[src/rtl/number_uart_reporter_pkg.sv]
// Shared constants, state types and the hex-to-ASCII helper for the number UART reporter.
package number_uart_reporter_pkg;

  localparam logic [7:0] ASCII_CR   = 8'h0D;
  localparam logic [7:0] ASCII_LF   = 8'h0A;
  localparam logic [7:0] ASCII_ZERO = 8'h30;
  localparam logic [7:0] ASCII_A    = 8'h41;

  localparam logic START_BIT = 1'b0;
  localparam logic STOP_BIT  = 1'b1;
  localparam int   DATA_BITS = 8;

  typedef enum logic [2:0] {
    RPT_IDLE,
    RPT_LOAD,
    RPT_SEND,
    RPT_WAIT,
    RPT_FINISH
  } rpt_state_t;

  typedef enum logic [1:0] {
    TX_IDLE,
    TX_START,
    TX_DATA,
    TX_STOP
  } tx_state_t;

  // Uppercase hex digit for one nibble.
  function automatic logic [7:0] nibble_to_ascii(input logic [3:0] nib);
    if (nib < 4'd10) return ASCII_ZERO + {4'd0, nib};
    else             return ASCII_A + {4'd0, nib} - 8'd10;
  endfunction

endpackage

[src/rtl/number_uart_reporter_uart_tx_byte.sv]
// 8N1 byte serialiser. Handshake: byte_in is accepted on the cycle byte_valid and
// byte_ready are both high; byte_ready is high only while the serialiser is idle.
module uart_tx_byte
  import number_uart_reporter_pkg::*;
#(
  parameter int CLKS_PER_BIT = 100
) (
  input  logic       clk,
  input  logic       rst_n,
  input  logic [7:0] byte_in,
  input  logic       byte_valid,
  output logic       byte_ready,
  output logic       tx
);

  localparam int CW = $clog2(CLKS_PER_BIT);

  tx_state_t     state;
  tx_state_t     state_next;
  logic [CW-1:0] bit_cnt;
  logic [2:0]    bit_idx;
  logic [7:0]    shift_q;
  logic          tx_next;
  logic          bit_end;

  assign bit_end    = (bit_cnt == CW'(CLKS_PER_BIT - 1));
  assign byte_ready = (state == TX_IDLE);

  always_ff @(posedge clk or negedge rst_n) begin
    if (!rst_n) state <= TX_IDLE;
    else        state <= state_next;
  end

  always_comb begin
    state_next = state;
    tx_next    = STOP_BIT;
    case (state)
      TX_IDLE: begin
        if (byte_valid) state_next = TX_START;
      end
      TX_START: begin
        tx_next = START_BIT;
        if (bit_end) state_next = TX_DATA;
      end
      TX_DATA: begin
        tx_next = shift_q[bit_idx];
        if (bit_end && (bit_idx == 3'(DATA_BITS - 1))) state_next = TX_STOP;
      end
      TX_STOP: begin
        if (bit_end) state_next = TX_IDLE;
      end
      default: state_next = TX_IDLE;
    endcase
  end

  // tx is a registered copy of the bit the state machine is presenting, so the
  // line is glitch-free and every bit still lasts exactly CLKS_PER_BIT clocks.
  always_ff @(posedge clk or negedge rst_n) begin
    if (!rst_n) begin
      bit_cnt <= '0;
      bit_idx <= '0;
      shift_q <= '0;
      tx      <= STOP_BIT;
    end else begin
      tx <= tx_next;
      if (state == TX_IDLE) begin
        bit_cnt <= '0;
        bit_idx <= '0;
        if (byte_valid) shift_q <= byte_in;
      end else if (bit_end) begin
        bit_cnt <= '0;
        if (state == TX_DATA) bit_idx <= bit_idx + 3'd1;
      end else begin
        bit_cnt <= bit_cnt + CW'(1);
      end
    end
  end

endmodule

[src/rtl/number_uart_reporter.sv]
// Sends a snapshot of number as uppercase hex text followed by CR LF over an 8N1 UART.
module number_uart_reporter
  import number_uart_reporter_pkg::*;
#(
  parameter int NUMBER_OF_DIGITS            = 4,
  parameter int NUMBER_OF_BITS_PER_DIGIT    = 4,
  parameter int BOARD_CLOCK_FREQUENCY_IN_HZ = 100_000_000,
  parameter int BAUD_RATE                   = 1_000_000
) (
  input  logic                                                 clk,
  input  logic                                                 rst_n,
  input  logic [NUMBER_OF_DIGITS*NUMBER_OF_BITS_PER_DIGIT-1:0] number,
  input  logic                                                 send,
  output logic                                                 busy,
  output logic                                                 done,
  output logic                                                 usb_tx
);

  localparam int CLKS_PER_BIT = BOARD_CLOCK_FREQUENCY_IN_HZ / BAUD_RATE;
  localparam int NUM_W        = NUMBER_OF_DIGITS * NUMBER_OF_BITS_PER_DIGIT;
  localparam int NUM_CHARS    = NUMBER_OF_DIGITS + 2;
  localparam int IDX_W        = $clog2(NUM_CHARS + 1);

  rpt_state_t       state;
  rpt_state_t       state_next;
  logic [NUM_W-1:0] shadow;
  logic [NUM_W-1:0] shifted;
  logic [IDX_W-1:0] ch_idx;
  logic [7:0]       char_byte;
  logic             byte_valid;
  logic             byte_ready;

  always_ff @(posedge clk or negedge rst_n) begin
    if (!rst_n) state <= RPT_IDLE;
    else        state <= state_next;
  end

  // LOAD offers the byte directly so the serialiser starts on the next edge;
  // SEND waits for it to leave idle, WAIT for it to come back.
  always_comb begin
    state_next = state;
    byte_valid = 1'b0;
    case (state)
      RPT_IDLE: begin
        if (send) state_next = RPT_LOAD;
      end
      RPT_LOAD: begin
        byte_valid = 1'b1;
        if (byte_ready) state_next = RPT_SEND;
      end
      RPT_SEND: begin
        if (!byte_ready) state_next = RPT_WAIT;
      end
      RPT_WAIT: begin
        if (byte_ready) begin
          state_next = (ch_idx == IDX_W'(NUM_CHARS)) ? RPT_FINISH : RPT_LOAD;
        end
      end
      RPT_FINISH: state_next = RPT_IDLE;
      default:    state_next = RPT_IDLE;
    endcase
  end

  always_ff @(posedge clk or negedge rst_n) begin
    if (!rst_n) begin
      shadow <= '0;
      ch_idx <= '0;
    end else if ((state == RPT_IDLE) && send) begin
      shadow <= number;
      ch_idx <= '0;
    end else if (byte_valid && byte_ready) begin
      ch_idx <= ch_idx + IDX_W'(1);
    end
  end

  always_comb begin
    shifted   = shadow >> (NUMBER_OF_BITS_PER_DIGIT * (NUMBER_OF_DIGITS - 1 - int'(ch_idx)));
    char_byte = ASCII_LF;
    if (int'(ch_idx) < NUMBER_OF_DIGITS) char_byte = nibble_to_ascii(shifted[3:0]);
    else if (int'(ch_idx) == NUMBER_OF_DIGITS) char_byte = ASCII_CR;
  end

  assign busy = (state == RPT_LOAD) || (state == RPT_SEND) || (state == RPT_WAIT);
  assign done = (state == RPT_FINISH);

  uart_tx_byte #(
    .CLKS_PER_BIT(CLKS_PER_BIT)
  ) u_uart_tx_byte (
    .clk       (clk),
    .rst_n     (rst_n),
    .byte_in   (char_byte),
    .byte_valid(byte_valid),
    .byte_ready(byte_ready),
    .tx        (usb_tx)
  );

endmodule

[config.mk]
export PLATFORM = sky130hd
export DESIGN_NAME = number_uart_reporter
export DESIGN_NICKNAME = d
export VERILOG_FILES = /design/src/rtl/number_uart_reporter_pkg.sv /design/src/rtl/number_uart_reporter_uart_tx_byte.sv /design/src/rtl/number_uart_reporter.sv
export SDC_FILE = /design/constraint.sdc
export NUM_CORES = 1
export LEC_CHECK = 0
export CAP_MARGIN = 5
export CORE_ASPECT_RATIO = 2
export CORE_MARGIN = 2
export CORE_UTILIZATION = 35
export CTS_BUF_LIST = sky130_fd_sc_hd__clkbuf_8
export DETAILED_ROUTE_END_ITERATION = 8
export RECOVER_POWER = 100
export SETUP_SLACK_MARGIN = 0.4
export SKIP_CTS_REPAIR_TIMING = 1
export SLEW_MARGIN = 40
export SYNTH_ARGS = -nofsm -noshare
export SYNTH_HDL_FRONTEND = slang
export SYNTH_SLANG_ARGS = --single-unit
[constraint.sdc]
create_clock -name clk -period 2.3 [get_ports clk]
set_clock_uncertainty 0.2 [all_clocks]
set_input_delay 0.23 -clock clk [delete_from_list [all_inputs] [get_ports clk]]
set_output_delay 0.23 -clock clk [all_outputs]
set_load 0.05 [all_outputs]
After elaboration in Yosys (flattened, before gate mapping):

Cells that the tools add are included.

* shift operators: 1
* $add $sub $neg: 7
* eq/ne operators: 19
* reduce and logical (&&, ||, !) cells: 14
* order comparisons: 3
* muxes and demuxes: 25

Operators with widths (number)
* $mux W3: 11
* $shr A16 B32 Y4: 1
* $mux W8: 2
* $mux W7: 2
* $eq A3 B3 Y1 const B: 4
* $pmux W3 S4: 1
* $ne A2 B2 Y1 const B: 5
* $add A7 B4 Y8 const A: 1
* $mux W2: 4
* $pmux W2 S4: 1
* $reduce_and A4 Y1: 2
* $sub A8 B4 Y8 const B: 1
* $add A6 B4 Y7 const A: 1
* $add A7 B1 Y7 const B: 1
* $eq A7 B7 Y1 const B: 1
* $add A3 B1 Y3 const B: 2
* $eq A3 B2 Y1 const B: 2
* $ne A2 B1 Y1 const B: 3
* $reduce_bool A2 Y1: 3
* $eq A2 B2 Y1 const B: 2
* $lt A3 B4 Y1 const B: 1
* $lt A4 B4 Y1 const B: 1
* $reduce_and A2 Y1: 2
* $sub A2 B3 Y4 const A: 1
* other kinds (10): 14

* output and inout port bits: 3
* bits in registers: 43
* word-level logic and storage cells: 77
* bits of input ports: 19

Logic depth before layout (Yosys ltp):

* depth in word-level cells: 6
* gate-level depth with buffers: 9
* mapped depth without buffers: 8

Hierarchy:

A second synthesis with hierarchy kept.

* cells, all modules: 178
* area, all modules: 2184.6 µm²

By module, submodules not included
* number_uart_reporter: cells an instance 97, times used 1, area each 1173.6 µm²
* uart_tx_byte: cells an instance 81, times used 1, area each 1011.0 µm²

Worst setup path before layout:

No wires, ideal clock.

* path kind: flip-flop to flip-flop
* start: register ch_idx[0]
* end: register u_uart_tx_byte.shift_q[1]
* library setup time: 82 ps
* required time: 2018 ps
* arrival: 1741 ps
* path buffers: 1
* path slack: 278 ps
* stages on the path, launching flop included: 7
* path through: dfrtp_1 buf_6 mux4_1 nand2_1 ha_1 a211o_1 a31oi_1

* longest elaborated chain between the ends: 6
* elaborated cells on any way between the ends: 11
* those cells by class: add/sub: 4; order compare: 2; eq/ne: 1; shift: 1; mux: 3

RTL lines
* start, declared: RTL line number_uart_reporter.sv:28 `logic [IDX_W-1:0] ch_idx;`
* start signal, assigned: RTL line number_uart_reporter.sv:72 `ch_idx <= ch_idx + IDX_W'(1);`
* $sub A2 B3 Y4: RTL line number_uart_reporter.sv:77 `shifted = shadow >> (NUMBER_OF_BITS_PER_DIGIT * (NUMBER_OF_DIGITS - 1 - int'(ch_idx)));`
* $shr A16 B32 Y4: RTL line number_uart_reporter.sv:77
* $add A7 B4 Y8: RTL line number_uart_reporter_pkg.sv:31 `else return ASCII_A + {4'd0, nib} - 8'd10;`
* $sub A8 B4 Y8: RTL line number_uart_reporter_pkg.sv:31
* $mux W8: RTL line number_uart_reporter_pkg.sv:30 `if (nib < 4'd10) return ASCII_ZERO + {4'd0, nib};`
* $mux W8 (*): RTL line number_uart_reporter.sv:79 `if (int'(ch_idx) < NUMBER_OF_DIGITS) char_byte = nibble_to_ascii(shifted[3:0]);`
* end signal, assigned: RTL line number_uart_reporter_uart_tx_byte.sv:69 `if (byte_valid) shift_q <= byte_in;`
* end, declared: RTL line number_uart_reporter_uart_tx_byte.sv:22 `logic [7:0] shift_q;`

Every way passes the cells marked *; elsewhere a longest branch is shown, timed or not.
A chain may end at the register's enable or synchronous reset.

Worst setup path after layout:

Ends and elaborated chain as after synthesis.

==> flow_metrics.tcl <==
set metrics [dict create \
    status "complete, no violations" \
    totalWireLength_microns 3900 \
    fin_cells 287 \
    via_per_inst 5.09 \
    finalMaxSlewViolations 0 \
    crit_path_max_incr_delay_ns 0.54 \
    gp_congestion 0.822 \
    synth_flop_cell "dfrtp_1" \
    num_vias 1462 \
    start_util 0.356 \
    synth_area_sq_um 2100 \
    final.min_clock_period_ns 2.09 \
    grt_first_pass_wirelength_microns 6540 \
    ys_types 35 \
    rsz0062_at_grt "true" \
    clk_path_buf_depth 2 \
    num_io_pins 22 \
    setup_viol 0 \
    ys_warn_count 0 \
    tns_ns 0 \
    design_area_sq_um 2550 \
    remaining_drc_errors 0 \
    antennaDiodeCount 0 \
    ys_seq_area_frac 0.501 \
    overflow 0 \
    max-vdd-ir-drop_v 0.000429 \
    dieArea_sq_um 6670 \
    yosys.area.top_type_share 0.489 \
    cts-htree-levels 2 \
    finalHoldViolCount 0 \
    synth_common_cells "dfrtp_1, nor2_1, nand2_1, mux2_2, ha_1" \
    cellPowerDensity_nw_per_um2 560 \
    die_x_microns 58.8 \
    grt_max_degree 23 \
    fmax_mhz 479 \
    critPathTopFamily "multiplexers" \
    cp_max_fo 4 \
    placed_area_sq_um 2380 \
    synth_edf_count 0 \
    port_buffers 21 \
    end_kind "flop" \
    synthesis.nets 216 \
    max-slew-margin-rel 0.223 \
    synth.most_common_cell "dfrtp_1" \
    path_cells "mux4_2, nand2_1, ha_4, a211o_1, a31oi_1" \
    clk-insertion-delay-late_ns 0.30 \
    crit_slowest_cell "mux4_2" \
    grt_use_total 0.126 \
    worstPathRequired_ns 2.32 \
    synthArstFlopShare 1.00 \
    crit_buf_inv 0 \
    nets 252 \
    worst_slew_pin_slew_ns 1.17 \
    dp.final_hpwl_microns 2750 \
    cts.clk_slew.worst_paths_ns 0.08 \
    postRouteAntennaNets 0 \
    drive_above_1_share 0.223 \
    dp.cells 267 \
    die_y_microns 114 \
    fp-row-count 40 \
    dr.pass1.iters 4 \
    synthTopCellsByArea "dfrtp_1, mux2_2, ha_1" \
    cts_num_sinks 42 \
    root_buffer "clkbuf_8" \
    cts_tree "built" \
    power.leakage_uw 0.00112 \
    grt_pass1_vias 1376 \
    fin_util 0.432 \
    antenna_found_initial 0 \
    critPathLaunchType "flop" \
    hold_path_class "reg2reg" \
    fin_hold_ws_ns 0.289 \
    ys_ff_latch 42 \
    core_sq_um 5910 \
    wl_per_cell_microns 13.6 \
    max_cap_viol_count 0 \
    cts_buffers 5 \
    areaGrowthSynthToFinish_pct 21.6 \
    netlist_instances 187 \
    syn_area_per_cell_sq_um 11.2 \
    synth_top_cell_by_area "dfrtp_1" \
    first_iter_violations 54 \
    crit_type "reg2reg" \
    period_share 0.908 \
    arrival_ns 2.11 \
]
where the power goes:
| part | leakage [uW] | switching (uW) | internal, uW |
|---|---|---|---|
| registers | 0.000521 | 24.4 | 766 |
| clock network | 0.0000524 | 248 | 238 |
| logic | 0.000549 | 67.3 | 86.5 |
| total | 0.00112 | 339 | 1090 |
state kept, by name, indices dropped and copies added, names as in the netlist:
signal,flops
ch_idx,3
u_uart_tx_byte.bit_cnt,7
u_uart_tx_byte.tx,1
state,3
u_uart_tx_byte.bit_idx,3
u_uart_tx_byte.shift_q,7
shadow,16
u_uart_tx_byte.state,2
tightest hold or removal path, delay by kind of cell (launching register included):
kind	cells	cell delay (ns)
simple gates	2	0.11
flops	1	0.35
placed cells by master, fill, tap and decap left out, types with 7 or more instances in the layout:
| cell type | n |
|---|---|
| buf_4 | 8 |
| nor2_1 | 24 |
| clkbuf_1 | 7 |
| clkdlybuf4s50_1 | 17 |
| ha_1 | 8 |
| inv_1 | 7 |
| dfrtp_1 | 41 |
| a21oi_1 | 8 |
| nand2_1 | 18 |
| mux2_2 | 17 |
logic make-up (layout without fill, tap and decap cells):
logic type	Yosys count	after routing	share of synthesized area
simple gates	59	59	0.129
flops	42	42	0.501
compound gates	28	28	0.0846
mux	23	23	0.151
buf+inv	15	52	0.0322
fa+ha+maj	10	10	0.0596
xor+xnor	10	10	0.0417
layout make-up:
cell class | count | area (sq um)
fill | 594 | 3350
clock inverter | 2 | 8.76
clock buffer | 6 | 82.6
tap | 63 | 78.8
multi-input combinational | 130 | 1010
timing repair buffer | 38 | 297
sequential | 42 | 1050
inverter | 6 | 22.5
final timing paths:
path	end	from	cells after the start	slack, ns
worst min register to register	u_uart_tx_byte.shift_q[6]	u_uart_tx_byte.shift_q[6]	2	0.29
worst min-delay path	u_uart_tx_byte.shift_q[6]	u_uart_tx_byte.shift_q[6]	2	0.29
min in group asynchronous	u_uart_tx_byte.shift_q[2]	rst_n	2	0.48
max in group asynchronous	shadow[13]	rst_n	3	0.51
worst max register to register	u_uart_tx_byte.shift_q[1]	ch_idx[0]	5	0.21
worst max-delay path	u_uart_tx_byte.shift_q[1]	ch_idx[0]	5	0.21
routing by layer:
layer | global-route usage | vias to the layer above | share of wire
met5 | 0 | - | 0
met4 | 0.0500 | 0 | 0.017
met3 | 0.0272 | 6 | 0.037
met2 | 0.189 | 33 | 0.52
met1 | 0.174 | 700 | 0.43
li1 | - | 723 | -
metrics by stage:
stage / total power, uW / setup slack [ns]
after global placement: 941 / 0.274
after CTS: 1430 / 0.189
after detailed placement: 946 / 0.244
after floorplan: 879 / 0.297
final: 1430 / 0.211
after global routing: 1500 / 0.0932
No activity file was read; power rests on OpenSTA's default activity.
==> RTL change: new RTL, same flow settings <==
`BOARD_CLOCK_FREQUENCY_IN_HZ`: 100_000_000 -> 200_000_000.
--- a/src/rtl/number_uart_reporter.sv
+++ b/src/rtl/number_uart_reporter.sv
@@ -4,7 +4,7 @@
 #(
   parameter int NUMBER_OF_DIGITS            = 4,
   parameter int NUMBER_OF_BITS_PER_DIGIT    = 4,
-  parameter int BOARD_CLOCK_FREQUENCY_IN_HZ = 100_000_000,
+  parameter int BOARD_CLOCK_FREQUENCY_IN_HZ = 200_000_000,
   parameter int BAUD_RATE                   = 1_000_000
 ) (
   input  logic                                                 clk,
Formal check against the unedited RTL: same outputs for any inputs over 10 cycles, from zero or initial values and one cycle with rst_n low; that may be too few to reach the edited logic, so the function may still have changed.
==> RTL change against the unedited design <==
Total power is 1.0% lower; setup slack got worse by 0.057 ns; synthesized area up 3.1%; global-route usage grew 1.1 points; cell area up 2.6%; hold slack got worse by 0.029 ns; sequential power rose by 2%; sequential cell count increased by 1; core utilization increased by 0.40 points; wire length up 6.9%; critical path type unchanged; highest routed layer unchanged.
==> RTL change: results <==
set metrics [dict create \
    min_to "u_uart_tx_byte.bit_cnt[0]" \
    cp_slowest_stage_delay_ns 0.58 \
    holdWs_ns 0.260 \
    status "completed" \
    grtUsageTotal_pct 13.7 \
    synthAdderAreaFrac_pct 5.78 \
    largestRegisters "shadow x16, u_uart_tx_byte.bit_cnt x8, u_uart_tx_byte.shift_q x7" \
    r2r_setup_slack_ns 0.15 \
    p_leak_nw 1.16 \
    seq_area_frac_synth_pct 49.8 \
    dpl.hpwl_mm 2.93 \
    slew_headroom_pct 28.3 \
    yosys-top-cells-area "dfrtp_1 (49%), mux2_2 (8.3%), ha_1 (5.8%), mux4_2 (4.2%), nor2_1 (3.5%)" \
    min_from "u_uart_tx_byte.bit_cnt[0]" \
    synth_mux_area_share_pct 14.7 \
    first_pass_iters 4 \
    hold_depth 1 \
    reg2reg_from "ch_idx[0]" \
    syn_nets 214 \
    yosys-top-cells-count "dfrtp_1 (42), nor2_1 (20), mux2_2 (16), nand2_1 (14), ha_1 (10)" \
    slowest_stage "mux4_2" \
    synth_compound_gate_area_share_pct 8.79 \
    nets 249 \
    yosysUniqueCellTypes 39 \
    drt-initial-drc-count 37 \
    port_buffers 21 \
    layout-drive-gt1-share_pct 26.2 \
    cp_top_family "compound AO/OA/AOI/OAI gates" \
    gp_congestion 0.778 \
    crit_arrival_ns 2.14 \
    grt_max_degree 44 \
    vias 1458 \
    crit_fanout 6 \
    ir_worst_vdd_mv 0.504 \
    synth_xor_area_share_pct 4.86 \
    postRouteWirelength_mm 4.17 \
]
==> RTL change: per-stage QoR <==
step / worst slack, ns / total power, W / std cells / instance area, um2
after floorplan: 0.273 / 0.000898 / 185 / 2160
final: 0.154 / 0.00142 / 284 / 2620
after global routing: 0.0896 / 0.00150 / 284 / 2620
after detailed placement: 0.175 / 0.000961 / 267 / 2440
after CTS: 0.0788 / 0.00143 / 275 / 2520
after global placement: 0.224 / 0.000958 / 267 / 2440
==> RTL change: cells by family (layout without fill, tap and decap cells) <==
| logic type | count (synthesis) | count (layout) |
|---|---|---|
| compound gates | 28 | 28 |
| xor+xnor | 12 | 12 |
| fa+ha+maj | 10 | 10 |
| buf+inv | 14 | 50 |
| flops | 43 | 43 |
| mux | 23 | 23 |
| simple gates | 55 | 55 |
==> RTL change: where the power goes <==
part / internal, W / total, W / switching [W]
clock: 0.000203 / 0.000450 / 0.000247
sequential: 0.000784 / 0.000809 / 0.0000248
combinational: 0.0000910 / 0.000157 / 0.0000657
==> RTL change: layout make-up <==
cell class	count	area (um2)
inverters	5	18.8
flip-flops and latches	43	1080
repair buffers	37	314
multi-input cells	128	1050
well taps	63	78.8
clock inverters	3	11.3
fillers	587	3390
clock buffers	5	68.8
==> RTL change: metal layers <==
layer | vias up | track usage [%] | wire length (um)
met5 | - | 0 | 0
met4 | 0 | 6.67 | 131
met3 | 7 | 3.04 | 89
met2 | 18 | 25.2 | 2430
met1 | 721 | 13.8 | 1520
li1 | 712 | - | -
